<file path="src/rtl/pipe_pkg.sv">
// Shared types and default widths for the elastic pipeline register.
package pipe_pkg;

    // Default payload is {PC, IR}
    localparam int unsigned PIPE_PC_W = 32;
    localparam int unsigned PIPE_IR_W = 32;

    // Number of beats held by the stage register
    typedef enum logic [1:0] {
        PS_EMPTY = 2'd0,
        PS_ONE   = 2'd1,
        PS_TWO   = 2'd2
    } pipe_state_e;

endpackage : pipe_pkg

</file>
<file path="src/rtl/pipe_skid_reg_if.sv">
// Valid/ready payload channel; master drives valid/data, slave drives ready.
interface pipe_skid_reg_if #(
    parameter int unsigned DATA_W = 64
);
    logic              valid;
    logic              ready;
    logic [DATA_W-1:0] data;

    modport master (output valid, output data, input ready);
    modport slave  (input valid, input data, output ready);
endinterface : pipe_skid_reg_if

</file>
<file path="src/rtl/pipe_sat_cnt.sv">
// Saturating up-counter: counts enabled cycles and sticks at all-ones.
module pipe_sat_cnt #(
    parameter int unsigned W = 16
) (
    input  logic         clk,
    input  logic         rst_n,
    input  logic         en,
    output logic [W-1:0] cnt
);

    logic [W-1:0] cnt_q;
    logic [W-1:0] cnt_d;

    // Increment unless already saturated
    always_comb begin
        cnt_d = cnt_q;
        if (en && (cnt_q != {W{1'b1}})) begin
            cnt_d = cnt_q + W'(1);
        end
    end

    // Counter register
    always_ff @(posedge clk or negedge rst_n) begin
        if (!rst_n) begin
            cnt_q <= '0;
        end else begin
            cnt_q <= cnt_d;
        end
    end

    assign cnt = cnt_q;

endmodule : pipe_sat_cnt

</file>
<file path="src/rtl/pipe_skid_reg.sv">
// Elastic two-entry pipeline register for a stage boundary.
// up = upstream channel (in_valid/in_ready/in_data),
// dn = downstream channel (out_valid/out_ready/out_data).
// Optional feature macro: PIPE_PERF_CNT_EN enables the stall/bubble counters;
// without it stall_cnt/bubble_cnt are tied to zero.
module pipe_skid_reg
    import pipe_pkg::*;
#(
    parameter int unsigned        DATA_W    = PIPE_PC_W + PIPE_IR_W,
    parameter logic [DATA_W-1:0]  FLUSH_VAL = '0,
    parameter int unsigned        CNT_W     = 16
) (
    input  logic                 clk,
    input  logic                 rst_n,
    input  logic                 flush,
    pipe_skid_reg_if.slave       up,
    pipe_skid_reg_if.master      dn,
    output logic [CNT_W-1:0]     stall_cnt,
    output logic [CNT_W-1:0]     bubble_cnt
);

    pipe_state_e       state_q, state_d;
    logic [DATA_W-1:0] main_q,  main_d;
    logic [DATA_W-1:0] skid_q,  skid_d;
    logic              out_valid_q, out_valid_d;
    logic              in_ready_q,  in_ready_d;

    logic accept_c;
    logic send_c;

    assign accept_c = up.valid & in_ready_q;
    assign send_c   = out_valid_q & dn.ready;

    // Next-state / datapath: main always holds the oldest beat, skid the younger one
    always_comb begin
        state_d = state_q;
        main_d  = main_q;
        skid_d  = skid_q;

        unique case (state_q)
            PS_EMPTY: begin
                if (accept_c) begin
                    main_d  = up.data;
                    state_d = PS_ONE;
                end
            end
            PS_ONE: begin
                if (accept_c && send_c) begin
                    main_d = up.data;
                end else if (accept_c) begin
                    skid_d  = up.data;
                    state_d = PS_TWO;
                end else if (send_c) begin
                    state_d = PS_EMPTY;
                end
            end
            PS_TWO: begin
                if (send_c) begin
                    main_d  = skid_q;
                    state_d = PS_ONE;
                end
            end
            default: begin
                state_d = PS_EMPTY;
            end
        endcase

        // Flush squashes everything, including a beat accepted this cycle
        if (flush) begin
            state_d = PS_EMPTY;
            main_d  = FLUSH_VAL;
        end

        out_valid_d = (state_d != PS_EMPTY);
        in_ready_d  = (state_d != PS_TWO);
    end

    // State and datapath registers; handshake outputs are flopped, not decoded
    always_ff @(posedge clk or negedge rst_n) begin
        if (!rst_n) begin
            state_q     <= PS_EMPTY;
            main_q      <= FLUSH_VAL;
            skid_q      <= '0;
            out_valid_q <= 1'b0;
            in_ready_q  <= 1'b1;
        end else begin
            state_q     <= state_d;
            main_q      <= main_d;
            skid_q      <= skid_d;
            out_valid_q <= out_valid_d;
            in_ready_q  <= in_ready_d;
        end
    end

    assign up.ready = in_ready_q;
    assign dn.valid = out_valid_q;
    assign dn.data  = main_q;

`ifdef PIPE_PERF_CNT_EN
    logic stall_en_c;
    logic bubble_en_c;

    assign stall_en_c  = out_valid_q & dn.ready ? 1'b0 : out_valid_q;
    assign bubble_en_c = ~out_valid_q & dn.ready;

    // Stall cycle counter
    pipe_sat_cnt #(.W(CNT_W)) u_stall_cnt (
        .clk   (clk),
        .rst_n (rst_n),
        .en    (stall_en_c),
        .cnt   (stall_cnt)
    );

    // Bubble cycle counter
    pipe_sat_cnt #(.W(CNT_W)) u_bubble_cnt (
        .clk   (clk),
        .rst_n (rst_n),
        .en    (bubble_en_c),
        .cnt   (bubble_cnt)
    );
`else
    assign stall_cnt  = '0;
    assign bubble_cnt = '0;
`endif

endmodule : pipe_skid_reg

</file>
<file path="src/flat_wrapper.sv">
// flat-port wrapper written by rule: the top's interface ports become plain ports
module pipe_skid_reg_flat import pipe_pkg::*;
#(
    parameter int unsigned        DATA_W    = PIPE_PC_W + PIPE_IR_W,
    parameter logic [DATA_W-1:0]  FLUSH_VAL = '0,
    parameter int unsigned        CNT_W     = 16
)
  (clk, rst_n, flush, stall_cnt, bubble_cnt, up_valid, up_data, up_ready, dn_valid, dn_data, dn_ready);
  pipe_skid_reg_if #(.DATA_W(DATA_W)) up_i ();
  pipe_skid_reg_if #(.DATA_W(DATA_W)) dn_i ();
  input  logic clk;
  input  logic rst_n;
  input  logic flush;
  output logic [CNT_W-1:0] stall_cnt;
  output logic [CNT_W-1:0] bubble_cnt;
  input wire logic [$bits(up_i.valid)-1:0] up_valid;
  input wire logic [$bits(up_i.data)-1:0] up_data;
  output wire logic [$bits(up_i.ready)-1:0] up_ready;
  output wire logic [$bits(dn_i.valid)-1:0] dn_valid;
  output wire logic [$bits(dn_i.data)-1:0] dn_data;
  input wire logic [$bits(dn_i.ready)-1:0] dn_ready;
  assign up_i.valid = up_valid;
  assign up_i.data = up_data;
  assign up_ready = up_i.ready;
  assign dn_valid = dn_i.valid;
  assign dn_data = dn_i.data;
  assign dn_i.ready = dn_ready;
  pipe_skid_reg #(.DATA_W(DATA_W), .FLUSH_VAL(FLUSH_VAL), .CNT_W(CNT_W)) u_core (.clk(clk), .rst_n(rst_n), .flush(flush), .up(up_i), .dn(dn_i), .stall_cnt(stall_cnt), .bubble_cnt(bubble_cnt));
endmodule
</file>
<file path="config.mk">
export PLATFORM = sky130hd
export DESIGN_NAME = pipe_skid_reg_flat
export DESIGN_NICKNAME = d
export VERILOG_FILES = /design/src/rtl/pipe_pkg.sv /design/src/rtl/pipe_skid_reg_if.sv /design/src/rtl/pipe_sat_cnt.sv /design/src/rtl/pipe_skid_reg.sv /design/src/flat_wrapper.sv
export SDC_FILE = /design/constraint.sdc
export NUM_CORES = 1
export LEC_CHECK = 0
export BUFFER_PORTS_ARGS = -buffer_cell sky130_fd_sc_hd__clkbuf_2
export CORE_ASPECT_RATIO = 1.25
export CORE_MARGIN = 1.5
export CORE_UTILIZATION = 44
export DETAILED_ROUTE_END_ITERATION = 10
export PLACE_DENSITY = 0.68
export SETUP_SLACK_MARGIN = 0.15
export SYNTH_ARGS = -nofsm -noshare
export SYNTH_HDL_FRONTEND = slang
export SYNTH_SLANG_ARGS = --single-unit
</file>
<file path="constraint.sdc">
create_clock -name clk -period 2.95 [get_ports clk]
set_input_delay 0 -clock clk [delete_from_list [all_inputs] [get_ports clk]]
set_output_delay 0 -clock clk [all_outputs]
set_load 0.05 [all_outputs]
</file>
Word-level counts from Yosys, hierarchy flattened:

Cells that the tools add are included.

* equal/unequal tests: 6
* muxes and demuxes: 12
* bitwise logic cells: 3
* reduce and logical (&&, ||, !) cells: 6

Operator list (count)
* $mux W64: 4
* $pmux W64 S3: 1
* $mux W2: 6
* $ne A3 B2 Y1 const B: 3
* $pmux W2 S3: 1
* $reduce_and A4 Y1: 1
* $reduce_bool A4 Y1: 1
* $reduce_and A3 Y1: 1
* $and A1 B1 Y1: 2
* $eq A2 B1 Y1 const B: 1
* $eq A2 B2 Y1 const B: 1
* $logic_not A2 Y1: 1
* $ne A2 B2 Y1 const B: 1
* $reduce_bool A2 Y1: 1
* $logic_and A1 B1 Y1: 1
* $not A1 Y1: 1

* bits in registers: 132
* input bits: 69

Longest topological paths before layout:

* depth after elaboration: 7
* mapped depth: 6
* depth with buffers taken out: 3

Worst setup path before layout:

No wires, ideal clock.

* path type: reg-to-reg
* start: register u_core.out_valid_q, in the netlist u_core.dn.valid
* end: register u_core.main_q[10], in the netlist u_core.dn.data[10]
* setup time: 99 ps
* arrival time: 1779 ps
* required time: 2851 ps
* path slack: 1071 ps
* cell stages (with the launch flop): 7
* buffers on the path: 3
* clock period less this slack: 1879 ps
* cells stage by stage: dfrtp_1 > and4b_1 > buf_2 > a211o_1 > buf_6 > buf_8 > a311oi_1

* longest elaborated chain between the ends: 4
* elaborated cells on any way between the ends: 5
* those cells by class: 2 x eq/ne; 1 x bitwise; 2 x reduce/logical

RTL lines
* from (decl): line pipe_skid_reg.sv:25 `logic out_valid_q, out_valid_d;`
* from (signal assigned): line pipe_skid_reg.sv:90 `out_valid_q <= out_valid_d;`
* $and A1 B1 Y1 (*): line pipe_skid_reg.sv:32 `assign send_c = out_valid_q & dn.ready;`
* $logic_and A1 B1 Y1: line pipe_skid_reg.sv:48 `if (accept_c && send_c) begin`
* $ne A3 B2 Y1 (no source line)
* $reduce_and A4 Y1 (no source line) (*)
* to (signal assigned): line pipe_skid_reg.sv:88 `main_q <= main_d;`
* to (decl): line pipe_skid_reg.sv:23 `logic [DATA_W-1:0] main_q, main_d;`

Mark *: on every way between the ends. The rest lies on a longest branch, timed or not.
A chain may end at the register's enable or synchronous reset.

Worst setup path after layout:

* start: register u_core.in_ready_q, in the netlist u_core.up.ready
* end: register u_core.main_q[46], in the netlist u_core.dn.data[46]

* longest elaborated chain between the ends: 4
* elaborated cells on any way between the ends: 5
* those cells by class: 2 x eq/ne; 1 x bitwise; 2 x reduce/logical

RTL lines
* from (decl): line pipe_skid_reg.sv:26 `logic in_ready_q, in_ready_d;`
* from (signal assigned): line pipe_skid_reg.sv:91 `in_ready_q <= in_ready_d;`
* $and A1 B1 Y1 (*): line pipe_skid_reg.sv:31 `assign accept_c = up.valid & in_ready_q;`
* $logic_and A1 B1 Y1: line pipe_skid_reg.sv:48
* $ne A3 B2 Y1 (no source line)
* $reduce_and A4 Y1 (no source line) (*)

Marked as above.

==> summary.txt <==
status: complete, no violations
CTS buffer count: 17
GR Util All Layers: 0.226
worst-case clock buffer depth: 2
vias post-DR: 5,357
RD Place Congestion: 0.776
initial core utilization: 0.455
Max Freq: 476 MHz
clk_lat worst skew: 0.41 ns
HPWL after DPL: 9540 µm
Ys Warns: 0
Max IR drop VDD: 0.363 mV
logic gate share of total power: 0.272
Crit Path Category: reg2reg
max-cap violation count: 0
Yosys reg bits: 132
Rows: 48
Cell Area, Placed: 6920 µm²
CTS H-tree lvls: 4
Die H: 137 µm
worst setup path start: u_core.up.ready
setup_tns: 0 ns
Hold Crit Depth: 4
nets: 803
complex-gate fraction of the synthesized area: 0.187
crit path capture: u_core.dn.data[46]
Avg Inst Size Synth: 11.2 µm²
commonest cells after routing, fill and taps aside: 133 x clkbuf_2, 131 x dfrtp_1, 129 x nand2_1
Routed WL: 16,900 µm
Inserted Diodes: 0
worst-margin pin slew: 0.934 ns
r2r setup slk: 0.85 ns
final instance area: 8100 µm²
Pre-antenna DRT Iters: 5
Clk pwr share: 0.307
largest net degree at the start of global routing: 87
area share of fa/ha/maj cells after synthesis: 0
clock tree sinks: 132
sequential fraction of the synthesis area: 0.521
CTS tree: yes
detailed-route vias per instance: 5.81
Worst-path clk slew: 0.05 ns
XOR/XNOR share of the synthesized area: 0
post-route antenna net violation count: 0
Worst R2R Start: u_core.up.ready
leakage power: 3.69 nW
Switch Pwr: 0.00203 W
global-route wire length before repair: 27,200 µm
Final Max Tran Viols: 0
post-cts sizing count: 0
die width: 110 µm
Fin Clk Skew: 0.00487 ns
synthesized area: 6350 µm²
starting DRC count in detailed routing: 360
Hold Buf Count CTS: 66
Die ar.: 15,200 µm²
Reg power frac: 0.421
post-synthesis mux area share: 0.114
pwr dens: 754 nW/µm²
cells on worst reg2reg path: 4
CP endpoint kind: flip-flop
initial antenna violation count: 0
Synth-to-Final Area Change: 27.6%
CORE AREA: 13,900 µm²
# setup viols final: 0
RSZ-0062 raised after global routing: false
Arr. time, crit path: 2.39 ns
share of cells above drive strength 1: 0.325
GRT overflow: 0
most common cell after layout, fill and taps aside: clkbuf_2
IO Pins: 167
DRC: 0
number of global-route vias before repair: 5,375
WL per Instance: 18.4 µm
largest family of logic cells by synthesized area: compound AO/OA/AOI/OAI gates
Worst Setup Start Kind: flip-flop
Root Buffer Master: clkbuf_16
HP Class: in2reg
Port Buffers: 134
CP required: 3.24 ns
internal power: 0.00407 W
Cells after Synth: 568
Post-Synth Simple-Gate Area: 0.0871
post-synthesis cell type count: 27
Tcrit/Tclk final: 0.712
Post CTS Setup Buffer Count: 0
FF-to-FF End: u_core.dn.data[46]
Slew headroom: 0.377
min Tclk post-route: 2.10 ns
Hold Fails Final Rpt: 0
CP max FO: 64
sw frac: 0.333
[sequential cells by signal, summed over array words and instances, names as in the netlist]
register / count
u_core.dn.data: 64
u_core.skid_q: 64
u_core.state_q: 2
u_core.dn.valid: 1
u_core.up.ready: 1
[routing by layer]
layer  part of all wire  routed length (µm)  GRT usage  vias to the layer above
li1                   -                   -          -                     2419
met4              0.034                 584      0.110                        0
met1               0.40                6760      0.274                     2642
met2               0.51                8580      0.385                      253
met5                  0                   0          0                        -
met3              0.059                1000     0.0493                       43
[worst min-delay path by stage]
stage	from	to	slack, ns
after floorplan	rst_n	u_core.dn.data[0]	-0.30
after global placement	rst_n	u_core.skid_q[18]	0.11
after detailed placement	rst_n	u_core.skid_q[30]	0.12
after CTS	up_valid	u_core.state_q[0]	0.04
after global routing	up_valid	u_core.state_q[0]	0.08
final	up_valid	u_core.state_q[0]	0.06
[cell families (layout without fill, tap and decap cells)]
| family | Yosys count | in the layout |
|---|---|---|
| mux | 64 | 64 |
| buf+inv | 96 | 244 |
| other cells | 1 | 32 |
| flops | 132 | 132 |
| simple gates | 137 | 137 |
| compound gates | 138 | 138 |
[area by class of cell]
type | instances | area, µm²
clock buffers | 25 | 455
clock inverters | 7 | 60.1
fillers | 1153 | 5840
inverters | 1 | 3.75
multi-input cells | 371 | 2600
flip-flops and latches | 132 | 3300
well taps | 175 | 219
repair buffers | 211 | 1460
[synth_stat cells]
library cell  number  area share
buf_6              2      0.0035
a21oi_1            4      0.0032
buf_2             10      0.0079
a211o_1            1      0.0014
clkbuf_1          45       0.027
buf_8              6       0.014
a21boi_1           1      0.0012
a311oi_1          64       0.088
and3b_2            1      0.0016
a2111oi_0         64       0.088
o211ai_1           1      0.0012
dfrtp_1          131        0.52
and4bb_4           1      0.0026
and4b_1            1      0.0016
o21ai_0            1     0.00079
a221o_1            1      0.0016
and2b_1            1      0.0012
and2_1             1     0.00099
conb_1             1     0.00059
nand2b_1           1     0.00099
a221oi_1           1      0.0014
dfstp_2            1      0.0041
and4_1             1      0.0014
buf_4             32       0.038
inv_1              1     0.00059
mux2_2            64        0.11
nand2_1          130       0.077
[stage by stage]
stage	setup slack [ns]	instances	hold slack, ns	total power (W)	utilization
after floorplan	1.07	599	-0.296	0.00381	-
after global placement	1.02	824	0.110	0.00412	0.497
after detailed placement	0.930	824	0.119	0.00419	0.497
after CTS	0.920	922	0.0405	0.00613	0.581
after global routing	0.790	922	0.0790	0.00640	0.581
final	0.849	922	0.0605	0.00610	0.581
[power by group through the flow]
| stage | sequential [W] | combinational, W | clock [W] |
|---|---|---|---|
| after floorplan | 0.00294 | 0.000865 | 0 |
| after global placement | 0.00256 | 0.00156 | 0 |
| after detailed placement | 0.00259 | 0.00160 | 0 |
| after CTS | 0.00256 | 0.00167 | 0.00191 |
| after global routing | 0.00263 | 0.00178 | 0.00199 |
| final | 0.00257 | 0.00166 | 0.00187 |
[critical path, cell delays in order (launching register included)]
cell and delay, ns:
dfstp_2 0.57, and4_2 0.24, buf_4 0.54, a2111oi_0 0.26, a311oi_1 0.36
No activity file was read; power rests on OpenSTA's default activity.
